[src/rtl/weight_stream_reader_pkg.sv]
`default_nettype none
// ============================================================================
//  Module   : weight_stream_reader_pkg
//  Brief    : Shared defaults, FSM encodings and helpers for the weight reader.
//  Revision : 1.0
// ============================================================================
package weight_stream_reader_pkg;

    localparam int c_DEF_DATA_W     = 16;
    localparam int c_DEF_ADDR_W     = 5;
    localparam int c_DEF_DEPTH      = 28;
    localparam int c_DEF_FIFO_DEPTH = 2;

    typedef logic [1:0] state_t;

    localparam state_t c_S_IDLE  = 2'd0;
    localparam state_t c_S_FETCH = 2'd1;
    localparam state_t c_S_DRAIN = 2'd2;
    localparam state_t c_S_DONE  = 2'd3;

    // A pointer into a one-entry buffer still needs one bit to exist.
    function automatic int ptr_width(input int n);
        return (n > 1) ? $clog2(n) : 1;
    endfunction

endpackage : weight_stream_reader_pkg
`default_nettype wire

[src/rtl/weight_sync_fifo.sv]
`default_nettype none
// ============================================================================
//  Module   : weight_sync_fifo
//  Brief    : Small first-word-fall-through synchronous FIFO with occupancy count.
//  Revision : 1.0
// ============================================================================
module weight_sync_fifo
    import weight_stream_reader_pkg::*;
#(
    parameter int WIDTH = 17,
    parameter int DEPTH = 2,
    parameter int CNT_W = $clog2(DEPTH + 1)
) (
    input  logic             clk,
    input  logic             rst,
    input  logic             i_push,
    input  logic [WIDTH-1:0] i_push_data,
    input  logic             i_pop,
    output logic [WIDTH-1:0] o_pop_data,
    output logic [CNT_W-1:0] o_count,
    output logic             o_full,
    output logic             o_empty
);

    localparam int c_PTR_W = ptr_width(DEPTH);
    localparam logic [c_PTR_W-1:0] c_LAST_PTR = c_PTR_W'(DEPTH - 1);

    logic [WIDTH-1:0]   r_mem [DEPTH];
    logic [c_PTR_W-1:0] r_wr_ptr;
    logic [c_PTR_W-1:0] r_rd_ptr;
    logic [CNT_W-1:0]   r_count;

    logic w_full;
    logic w_empty;
    logic w_do_pop;
    logic w_do_push;

    assign w_full    = (r_count == CNT_W'(DEPTH));
    assign w_empty   = (r_count == '0);
    assign w_do_pop  = i_pop && !w_empty;
    // A full FIFO still takes a push when the head leaves on the same edge.
    assign w_do_push = i_push && (!w_full || w_do_pop);

    always_ff @(posedge clk) begin
        if (rst) begin
            r_wr_ptr <= '0;
            r_rd_ptr <= '0;
            r_count  <= '0;
        end else begin
            if (w_do_push) begin
                r_mem[r_wr_ptr] <= i_push_data;
                r_wr_ptr        <= (r_wr_ptr == c_LAST_PTR) ? '0 : r_wr_ptr + 1'b1;
            end
            if (w_do_pop) begin
                r_rd_ptr <= (r_rd_ptr == c_LAST_PTR) ? '0 : r_rd_ptr + 1'b1;
            end
            case ({w_do_push, w_do_pop})
                2'b10:   r_count <= r_count + 1'b1;
                2'b01:   r_count <= r_count - 1'b1;
                default: r_count <= r_count;
            endcase
        end
    end

    assign o_pop_data = r_mem[r_rd_ptr];
    assign o_count    = r_count;
    assign o_full     = w_full;
    assign o_empty    = w_empty;

endmodule : weight_sync_fifo
`default_nettype wire

[src/rtl/weight_stream_reader.sv]
`default_nettype none
// ============================================================================
//  Module   : weight_stream_reader
//  Brief    : Sweeps one weight BRAM and streams its words to a MAC via valid/ready.
//  Revision : 1.0
// ============================================================================
module weight_stream_reader
    import weight_stream_reader_pkg::*;
#(
    parameter int DATA_W     = c_DEF_DATA_W,
    parameter int ADDR_W     = c_DEF_ADDR_W,
    parameter int DEPTH      = c_DEF_DEPTH,
    parameter int FIFO_DEPTH = c_DEF_FIFO_DEPTH
) (
    input  logic              clk,
    input  logic              rst,
    input  logic              start,
    output logic [ADDR_W-1:0] bram_addr,
    output logic              bram_en,
    output logic              bram_we,
    output logic [DATA_W-1:0] bram_di,
    input  logic [DATA_W-1:0] bram_do,
    output logic [DATA_W-1:0] out_data,
    output logic              out_valid,
    input  logic              out_ready,
    output logic              out_last,
    output logic              busy,
    output logic              done
);

    localparam int c_CNT_W = $clog2(FIFO_DEPTH + 1);
    localparam int c_OCC_W = c_CNT_W + 1;
    localparam logic [ADDR_W:0]   c_DEPTH_CNT = (ADDR_W + 1)'(DEPTH);
    localparam logic [ADDR_W:0]   c_LAST_CNT  = (ADDR_W + 1)'(DEPTH - 1);
    localparam logic [ADDR_W-1:0] c_LAST_ADDR = ADDR_W'(DEPTH - 1);

    state_t            r_state;
    logic [ADDR_W:0]   r_rd_cnt;
    logic [ADDR_W-1:0] r_bram_addr;
    logic              r_bram_en;
    logic              r_pending;
    logic              r_busy;
    logic              r_done;

    logic [DATA_W:0]   w_head;
    logic [c_CNT_W-1:0] w_fifo_count;
    logic              w_fifo_full;
    logic              w_fifo_empty;
    logic              w_pop;
    logic              w_more;
    logic              w_room;
    logic              w_issue;
    logic              w_issue_last;
    logic [c_OCC_W-1:0] w_occ;
    logic [c_OCC_W-1:0] w_limit;

    assign w_pop        = !w_fifo_empty && out_ready;
    assign w_more       = (r_rd_cnt < c_DEPTH_CNT);
    assign w_issue_last = (r_rd_cnt == c_LAST_CNT);

    // Occupancy counts the word still on its way from the BRAM, so a full
    // buffer stalls issue before any read could be lost.
    assign w_occ   = c_OCC_W'(w_fifo_count) + c_OCC_W'(r_pending);
    assign w_limit = c_OCC_W'(FIFO_DEPTH) + c_OCC_W'(w_pop);
    assign w_room  = w_fifo_full ? (w_pop && !r_pending) : (w_occ < w_limit);

    always_comb begin
        w_issue = 1'b0;
        case (r_state)
            c_S_IDLE:  w_issue = start;
            c_S_FETCH: w_issue = w_more && w_room;
            default:   w_issue = 1'b0;
        endcase
    end

    always_ff @(posedge clk) begin
        if (rst) begin
            r_state     <= c_S_IDLE;
            r_rd_cnt    <= '0;
            r_bram_addr <= '0;
            r_bram_en   <= 1'b0;
            r_pending   <= 1'b0;
            r_busy      <= 1'b0;
            r_done      <= 1'b0;
        end else begin
            r_bram_en <= w_issue;
            r_pending <= w_issue;
            r_done    <= 1'b0;
            if (w_issue) begin
                r_bram_addr <= r_rd_cnt[ADDR_W-1:0];
                r_rd_cnt    <= r_rd_cnt + 1'b1;
            end
            case (r_state)
                c_S_IDLE: begin
                    if (start) begin
                        r_busy  <= 1'b1;
                        r_state <= w_issue_last ? c_S_DRAIN : c_S_FETCH;
                    end
                end
                c_S_FETCH: begin
                    if (w_issue && w_issue_last) begin
                        r_state <= c_S_DRAIN;
                    end
                end
                c_S_DRAIN: begin
                    if (w_pop && w_head[DATA_W]) begin
                        r_state <= c_S_DONE;
                        r_done  <= 1'b1;
                        r_busy  <= 1'b0;
                    end
                end
                c_S_DONE: begin
                    r_state  <= c_S_IDLE;
                    r_rd_cnt <= '0;
                end
                default: r_state <= c_S_IDLE;
            endcase
        end
    end

    weight_sync_fifo #(
        .WIDTH (DATA_W + 1),
        .DEPTH (FIFO_DEPTH),
        .CNT_W (c_CNT_W)
    ) u_fifo (
        .clk         (clk),
        .rst         (rst),
        .i_push      (r_pending),
        .i_push_data ({(r_bram_addr == c_LAST_ADDR), bram_do}),
        .i_pop       (w_pop),
        .o_pop_data  (w_head),
        .o_count     (w_fifo_count),
        .o_full      (w_fifo_full),
        .o_empty     (w_fifo_empty)
    );

    assign bram_addr = r_bram_addr;
    assign bram_en   = r_bram_en;
    assign bram_we   = 1'b0;
    assign bram_di   = '0;
    assign out_valid = !w_fifo_empty;
    assign out_data  = w_fifo_empty ? '0 : w_head[DATA_W-1:0];
    assign out_last  = !w_fifo_empty && w_head[DATA_W];
    assign busy      = r_busy;
    assign done      = r_done;

endmodule : weight_stream_reader
`default_nettype wire

[config.mk]
export PLATFORM = sky130hd
export DESIGN_NAME = weight_stream_reader
export DESIGN_NICKNAME = d
export VERILOG_FILES = /design/src/rtl/weight_stream_reader_pkg.sv /design/src/rtl/weight_sync_fifo.sv /design/src/rtl/weight_stream_reader.sv
export SDC_FILE = /design/constraint.sdc
export NUM_CORES = 1
export LEC_CHECK = 0
export CAP_MARGIN = 10
export CORE_ASPECT_RATIO = 0.8
export CORE_MARGIN = 1
export CORE_UTILIZATION = 52
export DETAILED_ROUTE_END_ITERATION = 7
export PLACE_DENSITY = 0.88
export SLEW_MARGIN = 25
export SYNTH_ARGS = -nofsm -noshare
export SYNTH_HDL_FRONTEND = slang
export SYNTH_SLANG_ARGS = --single-unit
[constraint.sdc]
create_clock -name clk -period 5 [get_ports clk]
set_clock_uncertainty 0.2 [all_clocks]
set_input_delay 1 -clock clk [delete_from_list [all_inputs] [get_ports clk]]
set_output_delay 1 -clock clk [all_outputs]
set_load 0.01 [all_outputs]
### Word-level counts from Yosys, hierarchy flattened

Memories as Yosys holds them, arrays and structs flattened. A register that Yosys moved wholly into a read port is not among the register bits.
Index checks and enable logic that the tools add are counted.

* flip-flop bits (word level): 20
* bits in latches: 0
* RAM bits: 34
* ROM bits: 0
* bits of input ports: 20
* output and inout bits: 43
* memories: 1

Memory list
* u_fifo.r_mem: depth 2, width 17, rd ports 1, clocked after Yosys merged registers in 1, write ports 1, line weight_sync_fifo.sv:28 `logic [WIDTH-1:0] r_mem [DEPTH];`

* add/sub/neg operators: 7
* multiply operators: 0
* div/mod/pow operators: 0
* order comparisons: 2
* equal/unequal tests: 11
* shifts and indexed selects: 0
* mux-type cells: 20
* bitwise gates (word level): 1
* reductions and logical operators: 20

Operator list (count)
* 2-to-1 mux 16 bit: 1
* 2-to-1 mux 1 bit: 11
* equality test 2 bit, second input constant: 4
* logical AND 1 bit: 8
* 2-to-1 mux 2 bit: 4
* one-hot mux 2 bit (4 select lines): 1
* adder 6 x 1 -> 6 bit, second input constant: 1
* equality test 6 x 5 -> 1 bit, second input constant: 1
* less-than comparator 6 x 5 -> 1 bit, second input constant: 1
* != test 2 bit, second input constant: 3
* AND reduction 3 bit: 2
* equality test 5 bit, second input constant: 1
* equality test 2 x 1 -> 1 bit, second input constant: 2
* zero test 2 bit: 2
* one-hot mux 1 bit (2 select lines): 2
* one-hot mux 2 bit (2 select lines): 1
* nonzero test 2 bit: 2
* OR reduction 2 bit: 2
* adder 2 x 1 -> 3 bit: 1
* adder 2 x 1 -> 3 bit, first input constant: 1
* zero test 1 bit: 3
* less-than comparator 3 bit: 1
* adder 1 bit, second input constant: 2
* adder 2 x 1 -> 2 bit, second input constant: 1
* 3 further kinds: 3

### Depth between registers and ports, before layout

Gate-level depths: netlist of the first run.

* word-level depth: 11
* depth in mapped cells: 8
* gate-level depth less buffers: 7

### Modules after synthesis

From an unflattened synthesis of the first run, not the netlist that was laid out.

* cell total of the unflattened synthesis: 214
* area, all modules: 2578.7 um^2

By module, submodules not included
* weight_sync_fifo: instances 1, cells each 83, area an instance 1485.2 um^2, seq. area each 1121.1 um^2
* weight_stream_reader: instances 1, cells each 131, area an instance 1093.5 um^2, seq. area each 320.3 um^2

### Least setup slack after synthesis of the first run

Ideal clock, no wire load.

* path kind: input -> register
* start point: input port out_ready
* end point: memory u_fifo.r_mem[1][0], enable pin
* setup time: 0.416 ns
* arrival time: 2.489 ns
* required time: 4.384 ns
* path slack: 1.895 ns
* cell stages on the path: 2
* path buffers: 0
* path through: o21ai_0 > nor3b_1

* word-level cells in the longest chain between the ends: 7

RTL lines
* from (decl): line weight_stream_reader.sv:25 `input logic out_ready,`
* logical AND 1 bit: line weight_stream_reader.sv:57 `assign w_pop = !w_fifo_empty && out_ready;`
* logical AND 1 bit: line weight_sync_fifo.sv:40 `assign w_do_pop = i_pop && !w_empty;`
* logical OR 1 bit: line weight_sync_fifo.sv:42 `assign w_do_push = i_push && (!w_full || w_do_pop);`
* logical AND 1 bit: line weight_sync_fifo.sv:42
* 2-to-1 mux 1 bit: line weight_sync_fifo.sv:50 `if (w_do_push) begin`
* 2-to-1 mux 1 bit: line weight_sync_fifo.sv:45 `if (rst) begin`
* 2-to-1 mux 1 bit (implied by the code): line weight_sync_fifo.sv:51 `r_mem[r_wr_ptr] <= i_push_data;`
* to (decl): line weight_sync_fifo.sv:28

Every way passes these cells.

==> results of run 1 <==
## layer usage
metal,vias up,global-route usage,share of wire
met2,56,0.3190,0.51
met3,5,0.06571,0.055
met5,-,0,0
met4,0,0.05455,0.0095
met1,761,0.2382,0.43
li1,819,-,-
## worst paths after layout
path	start	to	slack, ns	depth (start not counted)
max	flop	out_last	1.53	3
min	bram_addr[0]	bram_addr[0]	0.27	2
max reg2reg	u_fifo.o_count[0]	r_state[1]	2.56	6
min reg2reg	bram_addr[0]	bram_addr[0]	0.27	2
## through the flow
stage,setup WS (ns),utilization,total power (uW),hold WS (ns)
after floorplan,1.895,-,643.0,0.2608
after global placement,1.677,0.6383,702.0,0.2574
after detailed placement,1.687,0.6388,707.0,0.2638
after CTS,1.479,0.6685,1048,0.2802
after global routing,1.358,0.6685,1083,0.2898
final,1.529,0.6685,1039,0.2734
## layout make-up
class / count / area share
clock buffer: 5 / 0.02239
clock inverter: 3 / 0.02199
inverter: 7 / 0.008550
multi-input combinational: 148 / 0.3021
sequential: 55 / 0.4691
tap: 60 / 0.02443
timing repair buffer: 47 / 0.1515
## power by group
group | internal (uW) | switching, uW
Clock | 200 | 142
Combinational | 83.6 | 84.8
Sequential | 506 | 22.2
## cells in the final DEF (no fill, tap or decap), types with 2 or more instances in the layout
cell type,count
nor2b_1,3
xor2_1,2
bufinv_16,2
clkdlybuf4s50_1,45
or2_2,2
o21ai_0,2
o21a_1,2
nand3_1,4
nand2_2,2
or3_1,3
a21oi_1,11
clkbuf_8,5
a211oi_1,2
edfxtp_1,34
nor2_1,28
dfxtp_1,21
nand2_1,17
mux2i_1,20
buf_4,2
ha_1,7
inv_1,7
nor3_1,2
conb_1,17
o21ai_1,3
## flip-flops by register name, indices dropped and copies added (netlist names), named ones only
| name | count |
|---|---|
| bram_addr | 5 |
| busy | 1 |
| done | 1 |
| r_pending | 1 |
| r_rd_cnt | 6 |
| r_state | 2 |
| u_fifo.o_count | 2 |
| u_fifo.r_mem | 34 |
| u_fifo.r_rd_ptr | 1 |
| u_fifo.r_wr_ptr | 1 |
## cells by family (layout without fill, tap and decap cells)
group	Yosys count	after routing	synth area share
fa+ha+maj	7	7	0.03528
compound gates	25	25	0.06300
xor+xnor	3	3	0.01059
simple gates	75	75	0.1492
flops	55	55	0.5806
other cells	1	17	0.001511
mux	21	21	0.08518
buf+inv	30	62	0.07459
## tightest hold or removal path, stage by stage (launching register included)
cell and delay [ns]:
dfxtp_1 0.32, nand2_1 0.05, a21oi_1 0.05
==> summary.txt, run 1 <==
Routing
  – First drt pass iteration count: 4
  – DR vias/cell: 5.049
  – Routed length per instance: 13.33 um
  – Post-Route WL: 4.332 mm
  – # DRC: 0
  – Antenna-violating nets left: 0
  – Initial DRC Count: 43
  – Total number of vias: 1,641

Floorplan
  – Core area: 4597 um^2
  – Die Y: 63.80 um
  – Die area: 5056 um^2
  – Initial Util: 0.5400
  – Rows: 22
  – Die X: 79.25 um
  – Io pins: 63

Finish
  – Antenna Cells: 0
  – FF/Latch Area: 1441 um^2
  – Cell Count, Final, Fillers Out: 325
  – FILL cells: 355
  – Final instance area: 3073 um^2
  – Nets: 291
  – Fraction of layout cells with a size suffix above 1: 0.07925
  – Multi-input gate area: 928.4 um^2
  – Area growth syn-to-layout: 23.79%

Clock network
  – Total CTS buffers: 5
  – Post-CTS setup repair buffer count: 0
  – CTS resizes: 0
  – Clock Path Buffers: 2
  – CTS Hold Bufs: 0
  – CTS tree: yes
  – Clk Latency, worst-skew pair: 0.31 ns
  – CTS root buf: clkbuf_8
  – Clock slew at reported path FFs: 0.10 ns
  – CTS Sinks: 55
  – H-tree depth: 2

STA
  – Slew headroom: 0.3565
  – Fin crit share: 0.6941
  – Worst Max-Slew Pin Slew: 0.9640 ns
  – Hold Fails Final Rpt: 0
  – Pins over their slew limit: 0
  – RSZ-0062 raised after global routing: no
  – Total negative slack: 0 ns
  – Final setup violation count: 0
  – Min Tclk post-route: 3.471 ns
  – Fmax achieved: 288.1 MHz

Yosys
  – Post-synthesis average cell area: 11.44 um^2
  – Synth Warn #: 0
  – Count of different cell masters after synthesis: 43
  – Synth top area share: 0.4113
  – Most numerous cell in the Yosys netlist: edfxtp_1
  – Cells after synthesis: 217
  – Post-synth EDFFs: 34
  – Largest area contributor in the netlist: edfxtp_1
  – Synthesized flop and latch total: 55
  – Synth top cells by count: edfxtp_1 (34), nor2_1 (29), dfxtp_1 (21)
  – Sequential area share after synthesis: 0.5806
  – Async SR Flop Fraction: 0
  – Area contributors post-synth: edfxtp_1 (41%), dfxtp_1 (17%), mux2i_1 (8.1%)
  – Mapped Area: 2482 um^2
  – Ys flop type: edfxtp_1

Global routing
  – Largest net degree at the start of global routing: 22
  – Number of global-route vias before repair: 1,549
  – Total congestion overflow: 0
  – Total GRT Usage: 0.1922
  – Initial antenna violation count: 0
  – First-pass GRT wire length: 7.134 mm

Place
  – Dpl hpwl: 2.945 mm
  – Inst Count DP: 317
  – Cell Area, Placed: 2937 um^2
  – Routability cong.: 0.8101
  – Port Buffers: 45

Critical path
  – Delay-heaviest family, CP: flip-flops
  – CP Max Fanout: 17
  – CP max stage delay: 0.96 ns
  – Required @ worst endpoint: 3.80 ns
  – Setup crit start kind: flop
  – WP buf/inv: 1
  – Slowest cell on crit path: dfxtp_1
  – Worst EP arrival: 2.27 ns
  – CP cell instances: mux2i_1 -> nor2_1 -> clkdlybuf4s50_1
  – Critical path type: flop to output pin
  – Crit. End Element: output pin

Run
  – Max-cap viol count: 0

Pwr
  – VDD IR max: 0.2199 mV
  – Pwr Density: 338.0 nW/um^2
  – Leakage: 0.001092 uW

Hold path
  – Hold WC Path Type: flop to flop

Status
  – Status: complete, no violations
Power figures use the tool's default switching activity.
==> inputs of run 2 (changes only) <==
- CORE_UTILIZATION: 52 -> 49
- PLACE_DENSITY: 0.88 -> 0.84
- clock period: 5 -> 3.3 ns (I/O delays scaled with it)
==> run 2 against run 1 <==
  * Sequential share of layout area shrank 0.25 points
  * Clock power grew 48%
  * Non-clock buffer count grew 3
  * Routed wire length grew 7.3%
  * Cell area grew 0.53%
  * Utilization shrank 1.6 points
  * Power grew 51%
  * Clock-buffer cell count grew 1
  * Largest cell class unchanged
  * Largest power group unchanged
==> summary.txt, run 2 (synthesized netlist as in run 1, its figures left out) <==
Status
  – Status: complete, no violations

Clock network
  – Clock slew at reported path FFs: 0.09 ns (about the same)
  – Total CTS buffers: 5 (unchanged)
  – H-tree depth: 2 (unchanged)
  – Clk Latency, worst-skew pair: 0.30 ns (about the same)
  – Post-CTS setup repair buffer count: 0 (unchanged)
  – Clock Path Buffers: 2 (unchanged)
  – CTS Sinks: 55 (unchanged)
  – CTS root buf: clkbuf_8
  – CTS Hold Bufs: 0 (unchanged)
  – CTS resizes: 0 (unchanged)
  – CTS tree: yes

Finish
  – Biggest register: u_fifo.r_mem
  – Max reg flops: 34 (unchanged)
  – Most frequent cells in the layout: clkdlybuf4s50_1 (45), edfxtp_1 (34), nor2_1 (29)
  – Nets: 294 (+1.0%)
  – Area growth syn-to-layout: 24.45%
  – Commonest non-fill, non-tap cell in the layout: clkdlybuf4s50_1
  – Antenna Cells: 0 (unchanged)
  – Fraction of layout cells with a size suffix above 1: 0.08209 (+0.002844)

Critical path
  – Register-to-Register Path Depth: 6 (unchanged)
  – Reg-to-Reg End: r_state[1]
  – FF-to-FF Start: u_fifo.o_count[0]
  – Setup crit start kind: flop
  – Crit. End Element: output pin
  – Worst setup path end: out_data[14]
  – Required @ worst endpoint: 2.44 ns (-1.36 ns)
  – Critical path type: flop to output pin
  – Worst Setup SP: u_fifo.o_count[0]
  – Reg2reg setup slack: 0.84 ns (-1.72 ns)
  – CP Max Fanout: 12 (-5)
  – Worst EP arrival: 1.96 ns (-0.31 ns)

Place
  – Port Buffers: 45 (unchanged)
  – Routability cong.: 0.8495 (+4.9%)
  – Dpl hpwl: 3.177 mm (+7.9%)

Routing
  – Antenna-violating nets left: 0 (unchanged)
  – # DRC: 0 (unchanged)
  – Initial DRC Count: 79 (+84%)
  – Post-Route WL: 4.648 mm (+7.3%)
  – DR vias/cell: 5.107 (+1.1%)
  – Total number of vias: 1,675 (+2.1%)
  – First drt pass iteration count: 4 (unchanged)
  – Routed length per instance: 14.17 um (+6.3%)

Global routing
  – Total congestion overflow: 0 (unchanged)
  – Total GRT Usage: 0.1912 (-0.001060)
  – Largest net degree at the start of global routing: 18 (-18%)
  – First-pass GRT wire length: 7.369 mm (+3.3%)
  – Initial antenna violation count: 0 (unchanged)
  – Number of global-route vias before repair: 1,565 (+1.0%)

STA
  – Total negative slack: 0 ns (unchanged)
  – Slew headroom: 0.5910 (+0.2345)
  – Fin crit share: 0.8542
  – Fin Hold WS: 0.2756 ns (+0.002187 ns)
  – Pins over their slew limit: 0 (unchanged)
  – Min Tclk post-route: 2.819 ns
  – Hold Fails Final Rpt: 0 (unchanged)
  – Final setup violation count: 0 (unchanged)
  – Fmax achieved: 354.8 MHz
  – Worst Max-Slew Pin Slew: 0.6116 ns (-0.3524 ns)
  – RSZ-0062 raised after global routing: no

Hold path
  – Hold WC Path Type: flop to flop

Pwr
  – Leakage: 0.001107 uW (+1.4%)
  – Pwr Density: 508.1 nW/um^2 (+50%)
  – VDD IR max: 0.2458 mV (+12%)

Floorplan
  – Die X: 81.58 um (+2.9%)
  – Rows: 22 (unchanged)
  – Die Y: 65.66 um (+2.9%)
  – Io pins: 63 (unchanged)
  – Core area: 4735 um^2 (+3.0%)
  – Initial Util: 0.5243 (-0.01570)
  – Die area: 5356 um^2 (+5.9%)

Run
  – Max-cap viol count: 0 (unchanged)
run 2: cell types whose count changed in the layout (fill, tap and decap cells not counted), sizes merged:
cell      delta
buf          +3
clkbuf       +1
clkinvlp     -1
run 2: per-layer routing:
metal	GRT usage	routed length [um]	vias up
met5	0	0	-
met4	0.06140	65	0
met3	0.04861	205	7
met2	0.3302	2359	54
met1	0.2324	2017	787
li1	-	-	827
run 2: how the worst min path moves through the flow:
| stage | startpoint | endpoint | slack, ns | cells after the start |
|---|---|---|---|---|
| 3_5_place_dp | bram_addr[2] | bram_addr[2] | 0.27 | 2 |
| 5_1_grt | bram_addr[2] | bram_addr[2] | 0.30 | 2 |
| 2_1_floorplan | r_rd_cnt[1] | r_rd_cnt[1] | 0.26 | 2 |
| 6_report | bram_addr[2] | bram_addr[2] | 0.28 | 2 |
| 3_3_place_gp | bram_addr[2] | bram_addr[2] | 0.26 | 2 |
| 4_1_cts | bram_addr[2] | bram_addr[2] | 0.28 | 2 |
run 2: per-stage QoR:
step	worst slack [ns]	total power [uW]	std cells	cell area (um^2)	utilization
floorplan	0.5351	974.2	233	2542	-
global placement	0.3924	1068	320	2957	0.6245
detailed placement	0.3334	1076	320	2957	0.6245
CTS	0.4541	1582	328	3089	0.6525
global route	0.3382	1633	328	3089	0.6525
finish	0.4812	1569	328	3089	0.6525
run 2: report_power, final:
part           leakage (uW)  total (uW)  switching (uW)  internal, uW
Combinational      0.000560         272             142           130
Clock             0.0000654         506             203           303
Sequential         0.000482         792            24.7           767
run 2: final cells by class:
| class | count | area, um^2 |
|---|---|---|
| clock buffers | 6 | 72.57 |
| flip-flops and latches | 55 | 1441 |
| clock inverters | 2 | 60.06 |
| well taps | 60 | 75.07 |
| repair buffers | 50 | 488.0 |
| inverters | 7 | 26.28 |
| fillers | 377 | 1645 |
| multi-input cells | 148 | 925.9 |
run 2: critical path: stages (launching register included):
cell and delay, ns:
dfxtp_1 0.40, nor2_1 0.41, buf_4 0.28, nor2_1 0.08, clkdlybuf4s50_1 0.49
==> inputs of run 3 (changes only) <==
- REMOVE_ABC_BUFFERS: unset -> 1
==> run 3 against run 2 <==
  * Cell area shrank 1.6%
  * Die area did not move
  * Non-clock buffer count unchanged
  * Critical endpoint is now out_data[6]
  * Clock power down 31%
  * Via count fell by 1.8%
  * First-iteration DRC count up 15%
  * Utilization fell by 1.0 points
  * Routed wire length shrank 5.6%
==> summary.txt, run 3 (synthesized netlist as in run 1, its figures left out) <==
Status
  – Status: complete, no violations

STA
  – Min Tclk post-route: 2.867 ns (+0.04815 ns)
  – Setup ws final: 0.4330 ns (-0.04815 ns)
  – Fin crit share: 0.8688 (+0.01459)
  – Fmax achieved: 348.8 MHz (-1.7%)
  – Worst Max-Slew Pin Slew: 0.5844 ns (-0.02716 ns)
  – Pins over their slew limit: 0 (unchanged)
  – RSZ-0062 raised after global routing: no
  – Hold Fails Final Rpt: 0 (unchanged)
  – Final setup violation count: 0 (unchanged)
  – Total negative slack: 0 ns (unchanged)
  – Slew headroom: 0.6063 (+0.01527)

Routing
  – Initial DRC Count: 91 (+15%)
  – First drt pass iteration count: 4 (unchanged)
  – Routed length per instance: 13.38 um (-5.6%)
  – # DRC: 0 (unchanged)
  – Post-Route WL: 4.390 mm (-5.6%)
  – Antenna-violating nets left: 0 (unchanged)
  – Total number of vias: 1,645 (-1.8%)
  – DR vias/cell: 5.015 (-1.8%)

Finish
  – Fraction of layout cells with a size suffix above 1: 0.07836 (-0.003731)
  – Commonest non-fill, non-tap cell in the layout: clkdlybuf4s50_1
  – Biggest register: u_fifo.r_mem
  – Most frequent cells in the layout: clkdlybuf4s50_1 (45), edfxtp_1 (34), nor2_1 (29)
  – Nets: 294 (unchanged)
  – Max reg flops: 34 (unchanged)
  – Cell Count, Final, Fillers Out: 328 (unchanged)
  – Area growth syn-to-layout: 22.48%
  – Antenna Cells: 0 (unchanged)

Floorplan
  – Die area: 5356 um^2 (unchanged)
  – Initial Util: 0.5243 (unchanged)
  – Core area: 4735 um^2 (unchanged)
  – Io pins: 63 (unchanged)
  – Die X: 81.58 um (unchanged)
  – Die Y: 65.66 um (unchanged)
  – Rows: 22 (unchanged)

Global routing
  – First-pass GRT wire length: 7.079 mm (-3.9%)
  – Total congestion overflow: 0 (unchanged)
  – Largest net degree at the start of global routing: 18 (unchanged)
  – Total GRT Usage: 0.1805 (-0.01072)
  – Initial antenna violation count: 0 (unchanged)
  – Number of global-route vias before repair: 1,501 (-4.1%)

Clock network
  – Clock slew at reported path FFs: 0.09 ns (about the same)
  – Clk Latency, worst-skew pair: 0.30 ns (about the same)
  – CTS tree: yes
  – H-tree depth: 2 (unchanged)
  – Post-CTS setup repair buffer count: 0 (unchanged)
  – Clock Path Buffers: 2 (unchanged)
  – CTS Hold Bufs: 0 (unchanged)
  – CTS resizes: 0 (unchanged)
  – CTS root buf: clkbuf_8
  – Total CTS buffers: 5 (unchanged)
  – CTS Sinks: 55 (unchanged)

Run
  – Max-cap viol count: 0 (unchanged)

Place
  – Port Buffers: 45 (unchanged)
  – Inst Count DP: 320 (unchanged)
  – Dpl hpwl: 3.022 mm (-4.9%)
  – Setup slack at placement: 0.3098 ns (-0.02361 ns)
  – Routability cong.: 0.7933 (-6.6%)

Critical path
  – Setup crit start kind: flop
  – Critical path type: flop to output pin
  – Register-to-Register Path Depth: 6 (unchanged)
  – Slowest cell on crit path: nor2_1
  – Crit. End Element: output pin
  – CP Max Fanout: 11 (-1)
  – CP cell instances: nor2_1 -> buf_4 -> nor2_1 -> clkdlybuf4s50_1
  – Worst EP arrival: 2.01 ns (+0.05 ns)
  – CP max stage delay: 0.48 ns (about the same)
  – CP dominant cell by count: nor2_1
  – Reg2reg setup slack: 0.85 ns (about the same)
  – Reg-to-Reg End: r_state[1]
  – FF-to-FF Start: u_fifo.o_count[0]
  – Required @ worst endpoint: 2.44 ns (about the same)

Hold path
  – Hold WC Path Type: flop to flop
  – Sink of the worst hold path: bram_addr[3]
  – HP Start: bram_addr[3]
  – Hold depth: 2 (unchanged)

Pwr
  – VDD IR max: 0.2834 mV (+15%)
  – Pwr Density: 463.2 nW/um^2 (-8.8%)
  – Leakage: 0.001081 uW (-2.4%)
==> run 3: area by class of cell <==
class,instances,area (um^2)
Multi-Input combinational cell,148,925.9
Clock inverter,3,15.01
Tap cell,60,75.07
Inverter,7,26.28
Sequential cell,55,1441
Fill cell,368,1694
Clock buffer,5,68.82
Timing Repair Buffer,50,488.0
==> run 3: worst max-delay path, delay by kind of cell, from the launching register on <==
kind,cells,cell delay (ns)
and+or+nand+nor,2,0.55
buffers and inverters,2,0.76
DFF,1,0.39
==> run 3: report_power, final <==
part | total, uW | internal (uW) | switching, uW
Sequential | 795 | 767 | 27.7
Clock | 347 | 144 | 202
Combinational | 267 | 130 | 137
Total | 1410 | 1040 | 367
==> run 3: worst max path at each step <==
stage,cells past startpoint,to,start,slack (ns)
global route,4,out_data[2],u_fifo.o_count[0],0.31
finish,4,out_data[6],u_fifo.o_count[1],0.43
CTS,4,out_data[6],u_fifo.o_count[1],0.38
detailed placement,6,r_state[1],out_ready,0.31
floorplan,2,u_fifo.r_mem[1][0],out_ready,0.54
global placement,6,r_state[1],out_ready,0.39
==> run 3: routing by layer <==
| layer | routed length, um | GRT usage |
|---|---|---|
| met1 | 2104 | 0.2333 |
| met2 | 2067 | 0.2885 |
| met3 | 146 | 0.04444 |
| met4 | 72 | 0.07456 |
| met5 | 0 | 0 |
==> run 3: metrics by stage <==
| stage | area [um^2] | util | hold slack (ns) | total power (uW) |
|---|---|---|---|---|
| floorplan | 2384 | - | 0.2605 | 952.1 |
| global placement | 2957 | 0.6245 | 0.2634 | 1069 |
| detailed placement | 2957 | 0.6245 | 0.2670 | 1077 |
| CTS | 3040 | 0.6422 | 0.2799 | 1421 |
| global route | 3040 | 0.6422 | 0.3093 | 1479 |
| finish | 3040 | 0.6422 | 0.2734 | 1408 |
